==> config.mk <==
export PLATFORM = sky130hd
export DESIGN_NAME = riscv_core_dcache_axi_rd_adapter_flat
export DESIGN_NICKNAME = d
export VERILOG_FILES = /design/src/rtl/riscv_core_dcache_axi_rd_adapter_if.sv /design/src/rtl/riscv_core_dcache_axi_rd_adapter.sv /design/src/flat_wrapper.sv
export SDC_FILE = /design/constraint.sdc
export NUM_CORES = 1
export LEC_CHECK = 0
export ABC_AREA = 1
export CAP_MARGIN = 5
export CORE_AREA = 2 2 162 164
export CTS_BUF_LIST = sky130_fd_sc_hd__clkbuf_8
export CTS_CLUSTER_DIAMETER = 120
export CTS_CLUSTER_SIZE = 30
export DETAILED_ROUTE_END_ITERATION = 16
export DIE_AREA = 0 0 164 166
export PLACE_DENSITY = 0.77
export SKIP_LAST_GASP = 1
export SLEW_MARGIN = 20
export SYNTH_ARGS = -nofsm -noshare
export SYNTH_HDL_FRONTEND = slang
export SYNTH_SLANG_ARGS = --single-unit
==> constraint.sdc <==
create_clock -name i_clk -period 1.65 [get_ports i_clk]
set_input_delay 0.2475 -clock i_clk [delete_from_list [all_inputs] [get_ports i_clk]]
set_output_delay 0.2475 -clock i_clk [all_outputs]
set_load 0.01 [all_outputs]
==> src/rtl/riscv_core_dcache_axi_rd_adapter_if.sv <==
// AXI4 read-address and read-data channels between the dcache refill adapter and the interconnect.
interface riscv_core_dcache_axi_rd_adapter_if #(
    parameter int unsigned ADDR_WIDTH = 32,
    parameter int unsigned BEAT_WIDTH = 64
);
    logic                  arvalid;
    logic                  arready;
    logic [3:0]            arid;
    logic [ADDR_WIDTH-1:0] araddr;
    logic [7:0]            arlen;
    logic [2:0]            arsize;
    logic [1:0]            arburst;
    logic                  rvalid;
    logic                  rready;
    logic [BEAT_WIDTH-1:0] rdata;
    logic [1:0]            rresp;
    logic                  rlast;

    modport master (
        output arvalid, arid, araddr, arlen, arsize, arburst, rready,
        input  arready, rvalid, rdata, rresp, rlast
    );

    modport slave (
        input  arvalid, arid, araddr, arlen, arsize, arburst, rready,
        output arready, rvalid, rdata, rresp, rlast
    );
endinterface

==> src/rtl/riscv_core_dcache_axi_rd_adapter.sv <==
// Dcache refill adapter: one AXI4 read burst per request, beats assembled into one cache block.
// Optional DCACHE_RD_WRAP_BURST_EN selects a critical-word-first WRAP burst instead of INCR.
module riscv_core_dcache_axi_rd_adapter #(
    parameter int unsigned ADDR_WIDTH  = 32,
    parameter int unsigned BLOCK_WIDTH = 256,
    parameter int unsigned BEAT_WIDTH  = 64,
    parameter int unsigned AXI_ID      = 0
) (
    input  logic                   i_clk,
    input  logic                   i_rst,
    input  logic                   i_mem_read_req,
    input  logic [ADDR_WIDTH-1:0]  i_mem_read_address,
    output logic                   o_mem_read_done,
    output logic [BLOCK_WIDTH-1:0] o_block_from_axi,
    output logic                   o_read_error,
    riscv_core_dcache_axi_rd_adapter_if.master axi
);
    localparam int unsigned BEATS      = BLOCK_WIDTH / BEAT_WIDTH;
    localparam int unsigned CNT_W      = $clog2(BEATS);
    localparam int unsigned BLK_OFF_W  = $clog2(BLOCK_WIDTH / 8);
    localparam int unsigned BEAT_OFF_W = $clog2(BEAT_WIDTH / 8);

    typedef enum logic [1:0] {IDLE, ADDR, DATA, DONE} state_t;

    state_t                 state_q, state_nxt;
    logic [ADDR_WIDTH-1:0]  araddr_q, araddr_nxt;
    logic [CNT_W-1:0]       cnt_q, cnt_nxt;
    logic                   err_q, err_nxt;
    logic [BLOCK_WIDTH-1:0] block_q;
    logic                   arvalid_q, rready_q, done_q, rerr_q;
    logic                   beat_hs;
    logic                   last_beat;

`ifdef DCACHE_RD_WRAP_BURST_EN
    // Handshake count marks the end of a wrapped burst, since cnt starts mid-block.
    logic [CNT_W-1:0] seen_q, seen_nxt;
    logic             unused_addr_bits;
    assign unused_addr_bits = ^i_mem_read_address[BEAT_OFF_W-1:0];
    assign last_beat        = (seen_q == CNT_W'(BEATS - 1));
    assign axi.arburst      = 2'b10;
`else
    logic unused_addr_bits;
    assign unused_addr_bits = ^i_mem_read_address[BLK_OFF_W-1:0];
    assign last_beat        = (cnt_q == CNT_W'(BEATS - 1));
    assign axi.arburst      = 2'b01;
`endif

    assign beat_hs = (state_q == DATA) && axi.rvalid;

    assign axi.arid    = 4'(AXI_ID);
    assign axi.arlen   = 8'(BEATS - 1);
    assign axi.arsize  = 3'(BEAT_OFF_W);
    assign axi.arvalid = arvalid_q;
    assign axi.araddr  = araddr_q;
    assign axi.rready  = rready_q;

    assign o_mem_read_done  = done_q;
    assign o_read_error     = rerr_q;
    assign o_block_from_axi = block_q;

    always_ff @(posedge i_clk) begin
        if (i_rst) state_q <= IDLE;
        else       state_q <= state_nxt;
    end

    always_comb begin
        state_nxt  = state_q;
        araddr_nxt = araddr_q;
        cnt_nxt    = cnt_q;
        err_nxt    = err_q;
`ifdef DCACHE_RD_WRAP_BURST_EN
        seen_nxt   = seen_q;
`endif
        case (state_q)
            IDLE: begin
                cnt_nxt = '0;
                err_nxt = 1'b0;
`ifdef DCACHE_RD_WRAP_BURST_EN
                seen_nxt = '0;
                if (i_mem_read_req) begin
                    araddr_nxt = {i_mem_read_address[ADDR_WIDTH-1:BEAT_OFF_W], BEAT_OFF_W'(0)};
                    cnt_nxt    = i_mem_read_address[BLK_OFF_W-1:BEAT_OFF_W];
                    state_nxt  = ADDR;
                end
`else
                if (i_mem_read_req) begin
                    araddr_nxt = {i_mem_read_address[ADDR_WIDTH-1:BLK_OFF_W], BLK_OFF_W'(0)};
                    state_nxt  = ADDR;
                end
`endif
            end
            ADDR: begin
                if (axi.arready) state_nxt = DATA;
            end
            DATA: begin
                if (beat_hs) begin
                    cnt_nxt = cnt_q + CNT_W'(1);
`ifdef DCACHE_RD_WRAP_BURST_EN
                    seen_nxt = seen_q + CNT_W'(1);
`endif
                    if ((axi.rresp != 2'b00) || (axi.rlast != last_beat)) err_nxt = 1'b1;
                    if (last_beat) state_nxt = DONE;
                end
            end
            DONE:    state_nxt = IDLE;
            default: state_nxt = IDLE;
        endcase
    end

    // Datapath and registered outputs, decoded from the next state.
    always_ff @(posedge i_clk) begin
        if (i_rst) begin
            araddr_q  <= '0;
            cnt_q     <= '0;
            err_q     <= 1'b0;
            block_q   <= '0;
            arvalid_q <= 1'b0;
            rready_q  <= 1'b0;
            done_q    <= 1'b0;
            rerr_q    <= 1'b0;
`ifdef DCACHE_RD_WRAP_BURST_EN
            seen_q    <= '0;
`endif
        end else begin
            araddr_q  <= araddr_nxt;
            cnt_q     <= cnt_nxt;
            err_q     <= err_nxt;
            arvalid_q <= (state_nxt == ADDR);
            rready_q  <= (state_nxt == DATA);
            done_q    <= (state_nxt == DONE);
            rerr_q    <= (state_nxt == DONE) && err_nxt;
`ifdef DCACHE_RD_WRAP_BURST_EN
            seen_q    <= seen_nxt;
`endif
            if (beat_hs) begin
                for (int unsigned b = 0; b < BEATS; b++) begin
                    if (cnt_q == CNT_W'(b)) block_q[b*BEAT_WIDTH +: BEAT_WIDTH] <= axi.rdata;
                end
            end
        end
    end
endmodule
==> src/flat_wrapper.sv <==
// flat-port wrapper written by rule: the top's interface ports become plain ports
module riscv_core_dcache_axi_rd_adapter_flat 
#(
    parameter int unsigned ADDR_WIDTH  = 32,
    parameter int unsigned BLOCK_WIDTH = 256,
    parameter int unsigned BEAT_WIDTH  = 64,
    parameter int unsigned AXI_ID      = 0
)
  (i_clk, i_rst, i_mem_read_req, i_mem_read_address, o_mem_read_done, o_block_from_axi, o_read_error, axi_arvalid, axi_arid, axi_araddr, axi_arlen, axi_arsize, axi_arburst, axi_rready, axi_arready, axi_rvalid, axi_rdata, axi_rresp, axi_rlast);
  riscv_core_dcache_axi_rd_adapter_if #(.ADDR_WIDTH(ADDR_WIDTH), .BEAT_WIDTH(BEAT_WIDTH)) axi_i ();
  input  logic i_clk;
  input  logic i_rst;
  input  logic i_mem_read_req;
  input  logic [ADDR_WIDTH-1:0] i_mem_read_address;
  output logic o_mem_read_done;
  output logic [BLOCK_WIDTH-1:0] o_block_from_axi;
  output logic o_read_error;
  output wire logic [$bits(axi_i.arvalid)-1:0] axi_arvalid;
  output wire logic [$bits(axi_i.arid)-1:0] axi_arid;
  output wire logic [$bits(axi_i.araddr)-1:0] axi_araddr;
  output wire logic [$bits(axi_i.arlen)-1:0] axi_arlen;
  output wire logic [$bits(axi_i.arsize)-1:0] axi_arsize;
  output wire logic [$bits(axi_i.arburst)-1:0] axi_arburst;
  output wire logic [$bits(axi_i.rready)-1:0] axi_rready;
  input wire logic [$bits(axi_i.arready)-1:0] axi_arready;
  input wire logic [$bits(axi_i.rvalid)-1:0] axi_rvalid;
  input wire logic [$bits(axi_i.rdata)-1:0] axi_rdata;
  input wire logic [$bits(axi_i.rresp)-1:0] axi_rresp;
  input wire logic [$bits(axi_i.rlast)-1:0] axi_rlast;
  assign axi_arvalid = axi_i.arvalid;
  assign axi_arid = axi_i.arid;
  assign axi_araddr = axi_i.araddr;
  assign axi_arlen = axi_i.arlen;
  assign axi_arsize = axi_i.arsize;
  assign axi_arburst = axi_i.arburst;
  assign axi_rready = axi_i.rready;
  assign axi_i.arready = axi_arready;
  assign axi_i.rvalid = axi_rvalid;
  assign axi_i.rdata = axi_rdata;
  assign axi_i.rresp = axi_rresp;
  assign axi_i.rlast = axi_rlast;
  riscv_core_dcache_axi_rd_adapter #(.ADDR_WIDTH(ADDR_WIDTH), .BLOCK_WIDTH(BLOCK_WIDTH), .BEAT_WIDTH(BEAT_WIDTH), .AXI_ID(AXI_ID)) u_core (.i_clk(i_clk), .i_rst(i_rst), .i_mem_read_req(i_mem_read_req), .i_mem_read_address(i_mem_read_address), .o_mem_read_done(o_mem_read_done), .o_block_from_axi(o_block_from_axi), .o_read_error(o_read_error), .axi(axi_i));
endmodule
==> results.sh <==
export IMPL_worstSetupPathType="reg -> reg"
export IMPL_setup_violations=0
export IMPL_grt_pass1_vias=9682
export IMPL_hold_slack_ps=37.4
export IMPL_core_rowCount=59
export IMPL_dp_hpwl_mm=24.1
export IMPL_fin_area_um2=14700
export IMPL_start_util_pct=41.4
export IMPL_synth_cell_types=17
export IMPL_gp_congestion=0.862
export IMPL_clk_pin_slew_ps=180
export IMPL_max_freq_mhz=654
export IMPL_grt_use_total_pct=24.9
export IMPL_fill_cells=2423
export IMPL_grtUsageMet3_pct=5.64
export IMPL_synth_top_cell_area_share_pct=55.2
export IMPL_maxCapViolCount=0
export IMPL_drc_errors=0
export IMPL_first_pass_iters=5
export IMPL_yosysSeqAreaShare_pct=55.2
export IMPL_yosysMostFrequentCell="nand2_1"
export IMPL_tightestPinTransition_ps=526
export IMPL_pin_count=413
export IMPL_grt_antenna_before_repair=1
export IMPL_crit_path_max_fanout=12
export IMPL_place_ws_ps=-136
export IMPL_finalHoldViolations=0
export IMPL_cts_htree_levels=1
export IMPL_synthArstFlopShare_pct=0
export IMPL_drt_iter0_drc=831
export IMPL_arrival_ps=1950
export IMPL_grt_ovfl_total=0
export IMPL_grt_use_met2_pct=41.7
export IMPL_fp_dieArea_um2=27200
export IMPL_layout_drive_gt1_share_pct=5.86
export IMPL_setup_worst_path_end_class="register"
export IMPL_worst_slack_ps=121
export IMPL_wirelength_mm=35.2
export IMPL_yosys_top_cells_area="dfxtp_1 55%, a21oi_1 12%, nand2_1 12%, nand3_1 9.2%, clkbuf_1 2.4%"
export IMPL_diodes=0
export IMPL_postCtsSetupRepairBufs=0
export IMPL_synthCells=1327
export IMPL_ir_drop_mv=0.697
export IMPL_yosysWarnings=0
export IMPL_synth_main_ff_cell="dfxtp_1"
export IMPL_finalPower_uw=11100
export IMPL_clock_latency_ps=550
export IMPL_viasPerCell=5.21
export IMPL_cp_required_ps=2080
export IMPL_cts_tree="done"
export IMPL_syn_area_um2=10600
export IMPL_portBuffers=385
export IMPL_min_path_type="in -> reg"
export IMPL_core_um2=25600
export IMPL_status="completed"
export IMPL_slew_headroom_pct=65.0
export IMPL_synth_largest_area_cell="dfxtp_1"
export IMPL_cts_sinks=292
export IMPL_wl_per_cell_um=17.7
export IMPL_rsz0062_at_grt="no"
export IMPL_die_w_um=164
export IMPL_power_leakage_uw=0.00633
export IMPL_ys_top_cells_by_count="333 x nand2_1, 292 x dfxtp_1, 259 x a21oi_1"
export IMPL_vias=10400
export IMPL_slew_viol_final=0
export IMPL_grt_pass1_wl_mm=54.4
export IMPL_ys_ff_latch=292
export IMPL_final_nets=1763
export IMPL_synth_edf_count=0
export IMPL_dpl_cell_area_um2=14800
export IMPL_clockRootBuffer="clkbuf_8"
export IMPL_grt_start_max_net_pins=83
export IMPL_numCtsBuffers=13
export IMPL_clock_skew_ps=16.1
export IMPL_tns_ps=0
export IMPL_area_growth_pct=38.8
export IMPL_period_minus_slack_ps=1530
export IMPL_avgSynthCellArea_um2=7.99
export IMPL_startpoint_type="register"
export IMPL_detail_route_antenna_nets=0
export IMPL_min_period_over_period_pct=92.7
export IMPL_globalRouteMet1Util_pct=31.8
export IMPL_busiest_layer="met2"
export IMPL_clockBufferDepth=3
export IMPL_die_h_um=166
export IMPL_power_density_nw_per_um2=755
[worst max-delay path: stages, from the launching register on]
cell     delay (ps)
dfxtp_1         410
nor2_1          240
nand2_1         210
buf_4           220
o21ai_0         280
nor2_1           70
[metal layers]
metal | vias up | part of all wire (%)
met1 | 4890 | 40
met2 | 427 | 48
met5 | - | 0
li1 | 4970 | -
met3 | 72 | 8.1
met4 | 0 | 3.3
[worst paths after layout]
| kind | startpoint | endpoint | slack, ps | depth (start not counted) |
|---|---|---|---|---|
| setup / recovery | u_core.state_q[0] | u_core.axi.araddr[14] | 120 | 5 |
| hold reg to reg | u_core.o_block_from_axi[63] | u_core.o_block_from_axi[63] | 470 | 2 |
| setup reg to reg | u_core.state_q[0] | u_core.axi.araddr[14] | 120 | 5 |
| hold / removal | i_rst | u_core.err_q | 40 | 2 |
[sequential cells by signal, indices dropped and copies added, names as in the netlist]
signal                   cells
u_core.axi.rready            1
u_core.axi.araddr           27
u_core.err_q                 1
u_core.o_block_from_axi    256
u_core.state_q               2
u_core.o_read_error          1
u_core.o_mem_read_done       1
u_core.axi.arvalid           1
u_core.cnt_q                 2
[layout by cell type (no fill, tap or decap)]
cell and count:
nand2_1 332, dlygate4sd2_1 287, dfxtp_1 261, a21oi_1 259, nand3_1 194, clkdlybuf4s50_1 97, nor2_1 63, dfxtp_2 31
o21ai_0 28, buf_12 23, conb_1 22, buf_4 19, clkbuf_8 13, inv_1 11, nand2_2 4, ha_2 3
nor2_4 1, inv_2 1, nand3b_1 1, clkinv_1 1, ha_1 1, inv_6 1, buf_6 1
[kinds of logic (layout without fill, tap and decap cells)]
logic type / Yosys count / in the layout / share of synthesized area, %
AND/OR/NAND/NOR: 595 / 595 / 23.5
flip-flops: 292 / 292 / 55.2
AO/OA/AOI/OAI: 287 / 287 / 13.6
buffers and inverters: 147 / 454 / 7.27
adder cells (fa/ha/maj): 4 / 4 / 0.472
other: 2 / 22 / 0.0709
[where the power goes]
group | switching (uW) | total [uW] | internal (uW) | leakage (uW)
Clock | 2090 | 2830 | 741 | 0.0000980
Sequential | 52.5 | 7220 | 7160 | 0.00237
Combinational | 606 | 1060 | 454 | 0.00385
[through the flow]
step	std cells	utilization, %
after global placement	1975	58.0
after floorplan	1347	-
after global routing	1989	57.4
final	1989	57.4
after CTS	1989	57.4
after detailed placement	1975	58.0
[layout make-up]
cell class / instances / area [um2] / share of cell area (%)
repair buffers: 427 / 4100 / 27.9
flip-flops and latches: 292 / 5880 / 40.0
inverters: 13 / 48.8 / 0.332
well taps: 335 / 419 / 2.85
clock inverters: 1 / 8.76 / 0.0595
clock buffers: 13 / 179 / 1.22
multi-input cells: 908 / 4070 / 27.7
[timing repair]
action	in CTS	in global routing
hold buffers	0	0
gates resized for setup	318	0
endpoints found under the hold margin	0	0
endpoints found under the setup margin	287	0
(Power assumes the default switching activity.)
